**config.mk**
```make
export PLATFORM = sky130hd
export DESIGN_NAME = ysyx_23060136_ifu_fetch_queue
export DESIGN_NICKNAME = d
export VERILOG_FILES = /design/src/rtl/ysyx_23060136_fq_pkg.sv /design/src/rtl/ysyx_23060136_fq_ptr.sv /design/src/rtl/ysyx_23060136_ifu_fetch_queue.sv
export SDC_FILE = /design/constraint.sdc
export NUM_CORES = 1
export LEC_CHECK = 0
export ABC_AREA = 1
export CAP_MARGIN = 20
export CELL_PAD_IN_SITES_DETAIL_PLACEMENT = 0
export CELL_PAD_IN_SITES_GLOBAL_PLACEMENT = 1
export CORE_MARGIN = 5
export CORE_UTILIZATION = 40
export DETAILED_ROUTE_END_ITERATION = 12
export PLACE_DENSITY_LB_ADDON = 0.05
export RECOVER_POWER = 25
export SYNTH_ARGS = -nofsm -noshare
export SYNTH_HDL_FRONTEND = slang
export SYNTH_SLANG_ARGS = --single-unit
```
**constraint.sdc**
```tcl
create_clock -name clk -period 5 [get_ports clk]
set_input_delay 1.5 -clock clk [delete_from_list [all_inputs] [get_ports clk]]
set_output_delay 1.5 -clock clk [all_outputs]
set_load 0.01 [all_outputs]
```
**src/rtl/ysyx_23060136_fq_pkg.sv**
```systemverilog
// Shared types and constants for the IFU fetch queue.
// Entry layout, the NOP bubble word and the pointer-width helper live here.
package ysyx_23060136_fq_pkg;

   localparam int FQ_PC_W   = 32;
   localparam int FQ_INST_W = 32;

   localparam logic [31:0] NOP = 32'h0000_0013;

   typedef struct packed {
      logic [FQ_PC_W-1:0]   pc;
      logic [FQ_INST_W-1:0] inst;
   } fq_entry_t;

   // Index bits plus one wrap bit, so full and empty can be told apart.
   function automatic int ptr_w(input int depth);
      return $clog2(depth) + 1;
   endfunction

endpackage

```
**src/rtl/ysyx_23060136_fq_ptr.sv**
```systemverilog
// Wrap-bit pointer register for the fetch queue; counts modulo 2*DEPTH.
// Priority: rst > clr > inc.
module ysyx_23060136_fq_ptr
   import ysyx_23060136_fq_pkg::*;
#(
   parameter int DEPTH = 4,
   localparam int PW   = ptr_w(DEPTH)
) (
   input  logic          clk,
   input  logic          rst,
   input  logic          clr,
   input  logic          inc,
   output logic [PW-1:0] ptr
);

   // NOTE: state registers use non-blocking assignment so every flop samples
   // pre-edge values regardless of block evaluation order.
   always_ff @(posedge clk) begin
      if (rst || clr) begin
         ptr <= '0;
      end else if (inc) begin
         ptr <= ptr + PW'(1);
      end
   end

endmodule

```
**src/rtl/ysyx_23060136_ifu_fetch_queue.sv**
```systemverilog
// Fetch-to-decode decoupling FIFO of {pc, inst} pairs with one-cycle flush.
// Optional perf counters are enabled by defining YSYX_23060136_FQ_PERF_EN.
module ysyx_23060136_ifu_fetch_queue
   import ysyx_23060136_fq_pkg::*;
#(
   parameter int PC_W   = FQ_PC_W,
   parameter int INST_W = FQ_INST_W,
   parameter int DEPTH  = 4,
   localparam int PW    = ptr_w(DEPTH)
) (
   input  logic              clk,
   input  logic              rst,
   input  logic              flush,
   input  logic              in_valid,
   output logic              in_ready,
   input  logic [PC_W-1:0]   in_pc,
   input  logic [INST_W-1:0] in_inst,
   output logic              out_valid,
   input  logic              out_ready,
   output logic [PC_W-1:0]   out_pc,
   output logic [INST_W-1:0] out_inst,
   output logic [PW-1:0]     count
`ifdef YSYX_23060136_FQ_PERF_EN
  ,output logic [31:0]       perf_full_cyc
  ,output logic [31:0]       perf_flush_drop
`endif
);

   localparam int IW = $clog2(DEPTH);

   logic [PW-1:0]     wr_ptr;
   logic [PW-1:0]     rd_ptr;
   logic [PC_W-1:0]   mem_pc   [DEPTH];
   logic [INST_W-1:0] mem_inst [DEPTH];
   logic              empty;
   logic              full;
   logic              push;
   logic              pop;

   assign empty = (wr_ptr == rd_ptr);
   assign full  = (wr_ptr[IW-1:0] == rd_ptr[IW-1:0]) && (wr_ptr[PW-1] != rd_ptr[PW-1]);

   assign in_ready  = !full;
   assign out_valid = !empty;
   assign count     = wr_ptr - rd_ptr;

   // Flush discards any handshake in the same cycle.
   assign push = in_valid && in_ready && !flush;
   assign pop  = out_valid && out_ready && !flush;

   ysyx_23060136_fq_ptr #(.DEPTH(DEPTH)) u_wr_ptr (
      .clk (clk),
      .rst (rst),
      .clr (flush),
      .inc (push),
      .ptr (wr_ptr)
   );

   ysyx_23060136_fq_ptr #(.DEPTH(DEPTH)) u_rd_ptr (
      .clk (clk),
      .rst (rst),
      .clr (flush),
      .inc (pop),
      .ptr (rd_ptr)
   );

   // NOTE: the entry array has no reset; occupancy comes from the pointers,
   // so stale contents are never observed and plain flops/RAM can be used.
   always_ff @(posedge clk) begin
      if (push) begin
         mem_pc[wr_ptr[IW-1:0]]   <= in_pc;
         mem_inst[wr_ptr[IW-1:0]] <= in_inst;
      end
   end

   // NOTE: outputs get their bubble values first so every path assigns them
   // and no latch is inferred.
   always_comb begin
      out_pc   = '0;
      out_inst = INST_W'(NOP);
      if (!empty) begin
         out_pc   = mem_pc[rd_ptr[IW-1:0]];
         out_inst = mem_inst[rd_ptr[IW-1:0]];
      end
   end

`ifdef YSYX_23060136_FQ_PERF_EN
   logic [32:0] drop_sum;

   assign drop_sum = {1'b0, perf_flush_drop} + 33'(count);

   always_ff @(posedge clk) begin
      if (rst) begin
         perf_full_cyc   <= '0;
         perf_flush_drop <= '0;
      end else begin
         if (full && in_valid) begin
            perf_full_cyc <= perf_full_cyc + 32'd1;
         end
         if (flush) begin
            perf_flush_drop <= drop_sum[32] ? '1 : drop_sum[31:0];
         end
      end
   end
`endif

endmodule

```
==> results of run 1 <==
-- metal layers --
metal | global-route usage, % | wire [µm] | up-vias
li1 | - | - | 3194
met1 | 21.3 | 10700 | 3260
met2 | 29.6 | 12300 | 138
met3 | 3.42 | 1190 | 33
met4 | 2.89 | 400 | 4
met5 | 0 | 23 | -
-- placed cells by master, fill, tap and decap left out, types with 2 or more instances in the layout --
cell,n
nor2_1,257
edfxtp_1,256
o21ai_0,125
clkdlybuf4s50_1,98
a21oi_1,70
dlygate4sd3_1,39
nand2_1,30
clkbuf_16,29
inv_1,15
clkbuf_1,10
buf_4,10
clkinv_2,9
ha_1,7
dfxtp_1,6
buf_12,5
nand3_1,4
nor2_4,3
clkinv_1,3
inv_2,2
clkinvlp_4,2
clkbuf_8,2
-- power by group --
group | switching (mW) | internal (mW) | total [mW]
sequential | 0.00987 | 2.47 | 2.48
clock | 0.803 | 1.10 | 1.90
combinational | 0.151 | 0.122 | 0.274
total | 0.965 | 3.68 | 4.65
-- state kept, by name, summed over array words and instances, names as in the netlist, named ones only --
name and flops:
u_wr_ptr.ptr 3, mem_inst 128, mem_pc 128, u_rd_ptr.ptr 3
-- area by class of cell --
cell class | instances | share of cell area [%]
inverter | 19 | 0.569
sequential | 264 | 60.5
multi-input combinational | 500 | 17.2
clock inverter | 12 | 0.472
tap | 335 | 3.23
timing repair buffer | 152 | 11.9
clock buffer | 41 | 6.09
-- worst max-delay path, cell delays in order, from the launching register on --
cell             delay [ns]
dfxtp_1                0.37
inv_1                  0.12
ha_1                   0.31
nand2_1                0.06
inv_1                  0.05
nand3_1                0.12
inv_2                  0.21
buf_12                 0.25
a21oi_1                0.27
clkdlybuf4s50_1        0.60
-- cell families after synthesis --
logic type | Yosys count | share of synthesized area, %
simple gates | 296 | 10.7
flops | 264 | 75.0
compound gates | 195 | 9.33
buf+inv | 67 | 3.79
fa+ha+maj | 8 | 1.03
xor+xnor | 1 | 0.0838
-- per-stage QoR --
stage	total power [mW]	utilization, %
2_1_floorplan	2.63	-
3_3_place_gp	2.80	46.8
3_5_place_dp	2.81	46.8
4_1_cts	4.71	50.1
5_1_grt	4.84	50.1
6_report	4.65	50.1
-- path summary, 6_finish.rpt --
| kind | endpoint | cells after the start |
|---|---|---|
| setup / recovery | out_pc[11] | 9 |
| hold / removal | u_rd_ptr.ptr[2] | 2 |
| setup reg to reg | mem_pc[3][22] | 8 |
| hold reg to reg | u_rd_ptr.ptr[2] | 2 |
==> impl_metrics.py, run 1 <==
metrics = {
    "outcome": {
        "status": "finished, final reports clean",
    },
    "worst_setup_path": {
        "startpoint_type": "flop",
        "arrival_ns": 2.90,
        "r2r-start": "u_wr_ptr.ptr[0]",
        "r2r_slack_ns": 2.44,
        "cp_max_fo": 32,
        "crit_required_ns": 3.50,
        "crit_start": "u_wr_ptr.ptr[0]",
        "critPathKind": "reg -> out",
        "cp-end-kind": "primary output",
    },
    "sta": {
        "fin_hold_ws_ns": 0.555,
        "tightest_slew_ns": 0.919,
        "hold_viol": 0,
        "setup_ws_ns": 0.597,
        "finalSetupViolCount": 0,
        "rsz0062_at_grt": "false",
        "max_freq_mhz": 227,
        "setup-tns-final_ns": 0,
        "finClkSkew_ns": 0.0128,
        "fin_crit_sh_pct": 88.1,
        "min_period_ns": 4.40,
        "maxSlewViolCount": 0,
        "slew_headroom_pct": 38.7,
    },
    "synthesis": {
        "async_flop_share_pct": 0,
        "ys_ff_latch": 264,
        "synth-edff-count": 256,
        "synth_common_cells": "nor2_1, edfxtp_1, o21ai_0",
        "synth_seq_area_share_pct": 75.0,
        "synth_cells": 831,
        "ys.flop_type": "edfxtp_1",
        "synth.distinct_cells": 19,
        "netlist_area_um2": 10500,
        "synth_nets": 908,
        "syn_area_per_cell_um2": 12.6,
        "netlist.area_leader.share_pct": 73.5,
        "synth_area_leader_cell": "edfxtp_1",
        "yosys.cell_count.top_type": "nor2_1",
        "yosys-top-cells-area": "edfxtp_1, nor2_1, o21ai_0, a21oi_1, buf_6",
        "yosysWarnings": 0,
    },
    "routing": {
        "dr.first_iter.drc_count": 374,
        "via_count": 6629,
        "drt-total-wl_um": 24600,
        "route.detailed.drc": 0,
        "dr.pass1.iters": 4,
        "final_antenna_net_count": 0,
        "vias_per_cell": 5.01,
        "wl_per_cell_um": 18.6,
    },
    "die": {
        "coreArea_um2": 25900,
        "die-area_um2": 29500,
        "row_count": 59,
        "start_util_pct": 40.4,
        "die_x_um": 172,
        "io_pins": 138,
        "die_h_um": 172,
    },
    "clock_network": {
        "cts_resized": 0,
        "cts.sinks": 264,
        "h-tree-depth": 1,
        "clock_path_buffers": 3,
        "insertion_delay_ns": 0.53,
        "cts_buffers": 29,
        "cts_tree": "yes",
        "post_cts_buffers": 0,
        "cts_root_buffer": "clkbuf_16",
        "clk_pin_slew_ns": 0.06,
        "hold_buffers": 0,
    },
    "grt": {
        "grt_pass1_vias": 6841,
        "track_usage_pct": 16.6,
        "grt_max_degree": 77,
        "overflow": 0,
        "grt_pass1_wl_um": 38300,
        "antenna_found_initial": 3,
    },
    "layout": {
        "drive_gt1_share_pct": 6.48,
        "register_area_um2": 7850,
        "num-fill-cells": 2249,
        "area_delta_synth_final_pct": 24.1,
        "multi_input_area_um2": 2240,
        "fin_nets": 1043,
        "final_cells": 1323,
        "fin_area_um2": 13000,
        "antenna_cells": 0,
    },
    "job": {
        "max_cap_violations": 0,
    },
    "placed_design": {
        "placed_cell_area_um2": 12100,
        "dp_hpwl_um": 13700,
        "placedCellCount": 1270,
        "port_buffers": 137,
        "gp_congestion": 0.771,
        "dp_slack_ns": 1.11,
    },
    "hold_path": {
        "hp-class": "reg -> reg",
        "hp-start": "u_rd_ptr.ptr[2]",
    },
    "pwr": {
        "p_leak_nw": 4.42,
        "irDropWorstVdd_mv": 0.220,
        "p_per_area_nw_per_um2": 358,
    },
}
No activity file was read; power rests on OpenSTA's default activity.
==> run 2, diff against run 1 <==
--- a/config.mk
+++ b/config.mk
@@ -12,7 +12,7 @@
 export CORE_MARGIN = 5
 export CORE_UTILIZATION = 40
 export DETAILED_ROUTE_END_ITERATION = 12
-export PLACE_DENSITY_LB_ADDON = 0.05
+export PLACE_DENSITY = 0.8
 export RECOVER_POWER = 25
 export SYNTH_ARGS = -nofsm -noshare
 export SYNTH_HDL_FRONTEND = slang
==> run 2 against run 1 <==
  * Worst setup slack got worse by 0.18 ns
  * Count of clock-buffer cells in the layout decreased by 9
  * Utilization increased by 0.068 points
  * Combinational power decreased by 1%
  * Hold slack improved by 0.010 ns
  * Clock skew decreased by 0.0010 ns
  * Register-to-register slack improved by 0.33 ns
  * Largest cell class unchanged
==> impl_metrics.py, run 2 (same netlist as run 1, synthesis figures left out) <==
metrics = {
    "grt": {
        "use_met2_pct": 27.1,
        "grtUsageMet3_pct": 2.67,
        "grt_max_degree": 129,
        "grt_pass1_vias": 6480,
        "antenna_found_initial": 1,
        "grtUsageMet1_pct": 19.2,
        "top_usage_layer": "met2",
        "track_usage_pct": 15.3,
        "grt_pass1_wl_um": 35100,
        "overflow": 0,
    },
    "worst_setup_path": {
        "crit_required_ns": 3.50,
        "arrival_ns": 3.08,
        "cp_max_fo": 25,
        "cp-end-kind": "primary output",
        "critPathKind": "reg -> out",
        "startpoint_type": "flop",
    },
    "outcome": {
        "status": "finished, final reports clean",
    },
    "die": {
        "row_count": 59,
        "die_x_um": 172,
        "die_h_um": 172,
        "die-area_um2": 29500,
        "coreArea_um2": 25900,
        "io_pins": 138,
        "start_util_pct": 40.4,
    },
    "clock_network": {
        "clock_path_buffers": 3,
        "cts_root_buffer": "clkbuf_16",
        "insertion_delay_ns": 0.53,
        "cts_tree": "yes",
        "hold_buffers": 0,
        "h-tree-depth": 1,
        "cts_buffers": 27,
        "cts_resized": 0,
        "clk_pin_slew_ns": 0.06,
        "post_cts_buffers": 0,
        "cts.sinks": 264,
    },
    "routing": {
        "dr.first_iter.drc_count": 442,
        "via_count": 6549,
        "drt-total-wl_um": 23000,
        "final_antenna_net_count": 0,
        "vias_per_cell": 4.96,
        "wl_per_cell_um": 17.4,
        "dr.pass1.iters": 4,
        "route.detailed.drc": 0,
    },
    "placed_design": {
        "gp_congestion": 0.740,
        "dp_hpwl_um": 13000,
        "port_buffers": 137,
    },
    "pwr": {
        "p_per_area_nw_per_um2": 359,
        "irDropWorstVdd_mv": 0.268,
        "power.total_mw": 4.67,
        "p_leak_nw": 4.43,
    },
    "sta": {
        "min_period_ns": 4.58,
        "slew_headroom_pct": 40.8,
        "finalSetupViolCount": 0,
        "rsz0062_at_grt": "false",
        "maxSlewViolCount": 0,
        "tightest_slew_ns": 0.888,
        "setup-tns-final_ns": 0,
        "max_freq_mhz": 218,
        "fin_crit_sh_pct": 91.6,
        "finClkSkew_ns": 0.0118,
        "hold_viol": 0,
    },
    "layout": {
        "multi_input_area_um2": 2240,
        "drive_gt1_share_pct": 6.61,
        "register_area_um2": 7850,
        "num-fill-cells": 2230,
        "final_cell_mix": "nor2_1, edfxtp_1, o21ai_0",
        "fin_nets": 1041,
        "area_delta_synth_final_pct": 24.3,
        "final_common_cell": "nor2_1",
    },
    "hold_path": {
        "hp-class": "reg -> reg",
    },
    "job": {
        "max_cap_violations": 0,
    },
}
==> run 2: routing by layer <==
metal	vias up	wire length, µm
met5	-	0
met4	0	630
met3	40	1150
met2	144	11600
met1	3170	9570
li1	3195	-
==> run 2: worst paths after layout <==
path	depth (start not counted)	endpoint	from	slack, ns
setup / recovery	9	out_pc[20]	u_wr_ptr.ptr[0]	0.42
hold / removal	2	u_rd_ptr.ptr[2]	u_rd_ptr.ptr[2]	0.57
setup reg to reg	8	mem_pc[0][5]	u_rd_ptr.ptr[1]	2.77
hold reg to reg	2	u_rd_ptr.ptr[2]	u_rd_ptr.ptr[2]	0.57
==> run 2: per-stage QoR <==
stage               hold slack, ns  cells  instance area [µm²]  utilization, %  setup WS (ns)
finish                       0.565   1320                13000            50.2          0.420
detailed placement           0.554   1270                12100            46.8          0.949
global route                 0.610   1319                13000            50.2          0.191
CTS                          0.563   1319                13000            50.2          0.373
global placement             0.542   1270                12100            46.8          0.992
floorplan                    0.516    831                10500               -         0.0457
==> run 2: cell type report <==
type	count	area share [%]
repair buffers	152	11.9
well taps	335	3.22
diodes	1	0.0193
flip-flops and latches	264	60.4
clock buffers	32	5.57
multi-input cells	500	17.2
inverters	19	0.568
clock inverters	17	1.10
==> run 2: critical path: stages (launching register included) <==
cell,delay (ns)
dfxtp_1,0.35
inv_1,0.11
ha_1,0.30
nand2_1,0.05
inv_1,0.06
nand3_1,0.32
inv_2,0.39
buf_4,0.37
a21oi_1,0.09
clkdlybuf4s50_1,0.49
==> run 2: report_power, final <==
part           switching (mW)  internal [mW]
Combinational           0.148          0.122
Clock                   0.795           1.13
Sequential            0.00789           2.46
Total                   0.951           3.72
==> run 3, diff against run 2 <==
--- a/config.mk
+++ b/config.mk
@@ -11,6 +11,7 @@
 export CELL_PAD_IN_SITES_GLOBAL_PLACEMENT = 1
 export CORE_MARGIN = 5
 export CORE_UTILIZATION = 40
+export CTS_CLUSTER_SIZE = 40
 export DETAILED_ROUTE_END_ITERATION = 12
 export PLACE_DENSITY = 0.8
 export RECOVER_POWER = 25
==> run 3 against run 2 <==
  * Register-to-register slack about the same
  * Via count is 0.23% lower
  * Fmax down 0.36%
  * First-iteration DRC count is 0.90% higher
  * Sequential share of layout area hardly changed
  * Combinational power about the same
  * Largest power group unchanged
==> impl_metrics.py, run 3 (same netlist as run 1, synthesis figures left out) <==
metrics = {
    "grt": {
        "grt_max_degree": 129,
        "grtUsageMet3_pct": 2.78,
        "use_met2_pct": 27.0,
        "antenna_found_initial": 1,
        "top_usage_layer": "met2",
        "overflow": 0,
        "grt_pass1_vias": 6452,
        "track_usage_pct": 15.2,
        "grt_pass1_wl_um": 35000,
        "grtUsageMet1_pct": 19.1,
    },
    "die": {
        "die_h_um": 172,
        "coreArea_um2": 25900,
        "row_count": 59,
        "start_util_pct": 40.4,
        "io_pins": 138,
        "die-area_um2": 29500,
        "die_x_um": 172,
    },
    "pwr": {
        "power.total_mw": 4.66,
        "share_comb_of_total_power_pct": 5.8,
        "seq_power_share_pct": 53.1,
        "clkPwrFrac_pct": 41.1,
        "sw_frac_of_total_pct": 20.4,
        "p_per_area_nw_per_um2": 358,
        "p_leak_nw": 4.42,
        "power.switching_uw": 950,
        "irDropWorstVdd_mv": 0.267,
        "power.internal_mw": 3.71,
    },
    "layout": {
        "final_common_cell": "nor2_1",
        "drive_gt1_share_pct": 6.61,
        "area_delta_synth_final_pct": 24.2,
        "final_cell_mix": "nor2_1, edfxtp_1, o21ai_0",
        "register_area_um2": 7850,
        "multi_input_area_um2": 2240,
        "fin_nets": 1041,
        "num-fill-cells": 2225,
    },
    "worst_setup_path": {
        "startpoint_type": "flop",
        "cp_slowest_cell": "clkdlybuf4s50_1",
        "arrival_ns": 3.10,
        "max_stage_delay_ns": 0.49,
        "r2r_slack_ns": 2.77,
        "r2r-start": "u_rd_ptr.ptr[1]",
        "critPathKind": "reg -> out",
        "crit_chain": "inv_1, ha_1, nand2_1, inv_1, nand3_1, inv_2, buf_4, a21oi_1, clkdlybuf4s50_1",
        "crit_required_ns": 3.50,
        "r2r-end": "mem_pc[0][5]",
        "path_common_cell": "inv_1",
        "cp-end-kind": "primary output",
        "cp_max_fo": 25,
        "r2r_cells": 8,
    },
    "clock_network": {
        "post_cts_buffers": 0,
        "hold_buffers": 0,
        "cts_root_buffer": "clkbuf_16",
        "h-tree-depth": 1,
        "cts_resized": 0,
        "clk_pin_slew_ns": 0.06,
        "clock_path_buffers": 3,
        "insertion_delay_ns": 0.53,
        "cts_tree": "yes",
        "cts.sinks": 264,
        "cts_buffers": 27,
    },
    "routing": {
        "vias_per_cell": 4.95,
        "route.detailed.drc": 0,
        "via_count": 6534,
        "drt-total-wl_um": 22900,
        "dr.pass1.iters": 4,
        "dr.first_iter.drc_count": 446,
        "final_antenna_net_count": 0,
        "wl_per_cell_um": 17.3,
    },
    "hold_path": {
        "hp-class": "reg -> reg",
        "worstHoldPathCells": 2,
        "hold_path_end": "u_rd_ptr.ptr[2]",
        "hp-start": "u_rd_ptr.ptr[2]",
    },
    "sta": {
        "slew_headroom_pct": 41.8,
        "setup-tns-final_ns": 0,
        "min_period_ns": 4.60,
        "rsz0062_at_grt": "false",
        "maxSlewViolCount": 0,
        "max_freq_mhz": 218,
        "tightest_slew_ns": 0.873,
        "finalSetupViolCount": 0,
        "fin_crit_sh_pct": 91.9,
        "finClkSkew_ns": 0.00958,
        "hold_viol": 0,
    },
    "placed_design": {
        "dp_hpwl_um": 13000,
        "gp_congestion": 0.740,
        "port_buffers": 137,
    },
    "outcome": {
        "status": "finished, final reports clean",
    },
    "job": {
        "max_cap_violations": 0,
    },
}
-- run 3: cell count changes in the layout (fill, tap and decap cells not counted), sizes merged --
cell | previous run | this run
clkinvlp | 0 | 1
clkbuf | 32 | 31
-- run 3: final cells by class --
type	instances	share of cell area [%]
flip-flops and latches	264	60.5
multi-input cells	500	17.2
repair buffers	152	11.9
clock buffers	31	5.47
well taps	335	3.23
clock inverters	18	1.13
inverters	19	0.568
diodes	1	0.0193
-- run 3: power groups by stage --
| stage | sequential (mW) | combinational [mW] | clock (mW) |
|---|---|---|---|
| 4_1_cts | 2.47 | 0.281 | 1.96 |
| 5_1_grt | 2.47 | 0.298 | 2.04 |
| 6_report | 2.47 | 0.270 | 1.91 |
| 3_5_place_dp | 2.52 | 0.280 | 0 |
| 3_3_place_gp | 2.52 | 0.276 | 0 |
| 2_1_floorplan | 2.52 | 0.108 | 0 |
-- run 3: worst max-delay path, delay by kind of cell (launching register included) --
kind	cells	cell delay, ns
AND/OR/NAND/NOR	2	0.37
flip-flops	1	0.35
AO/OA/AOI/OAI	1	0.09
adder cells (fa/ha/maj)	1	0.30
buffers and inverters	5	1.43
-- run 3: worst max-delay path by stage --
| stage | from | endpoint | slack [ns] | cells after the start |
|---|---|---|---|---|
| detailed placement | u_wr_ptr.ptr[0] | out_pc[20] | 0.95 | 9 |
| CTS | u_wr_ptr.ptr[0] | out_pc[20] | 0.37 | 9 |
| global route | u_wr_ptr.ptr[0] | out_pc[22] | 0.18 | 9 |
| floorplan | flush | mem_inst[0][0] | 0.05 | 5 |
| global placement | u_wr_ptr.ptr[0] | out_pc[3] | 0.99 | 9 |
| finish | u_wr_ptr.ptr[0] | out_pc[20] | 0.40 | 9 |
-- run 3: metrics by stage --
stage / hold WS (ns) / instances / setup slack (ns) / cell area [µm²] / utilization, %
final: 0.566 / 1320 / 0.403 / 13000 / 50.1
after global routing: 0.610 / 1319 / 0.180 / 13000 / 50.1
after CTS: 0.563 / 1319 / 0.367 / 13000 / 50.1
after detailed placement: 0.554 / 1270 / 0.949 / 12100 / 46.8
after global placement: 0.542 / 1270 / 0.992 / 12100 / 46.8
after floorplan: 0.516 / 831 / 0.0457 / 10500 / -
-- run 3: routing by layer --
metal / share of wire, % / routed length [µm]
met5: 0 / 0
met4: 2.6 / 605
met3: 5.2 / 1200
met2: 51 / 11600
met1: 41 / 9500
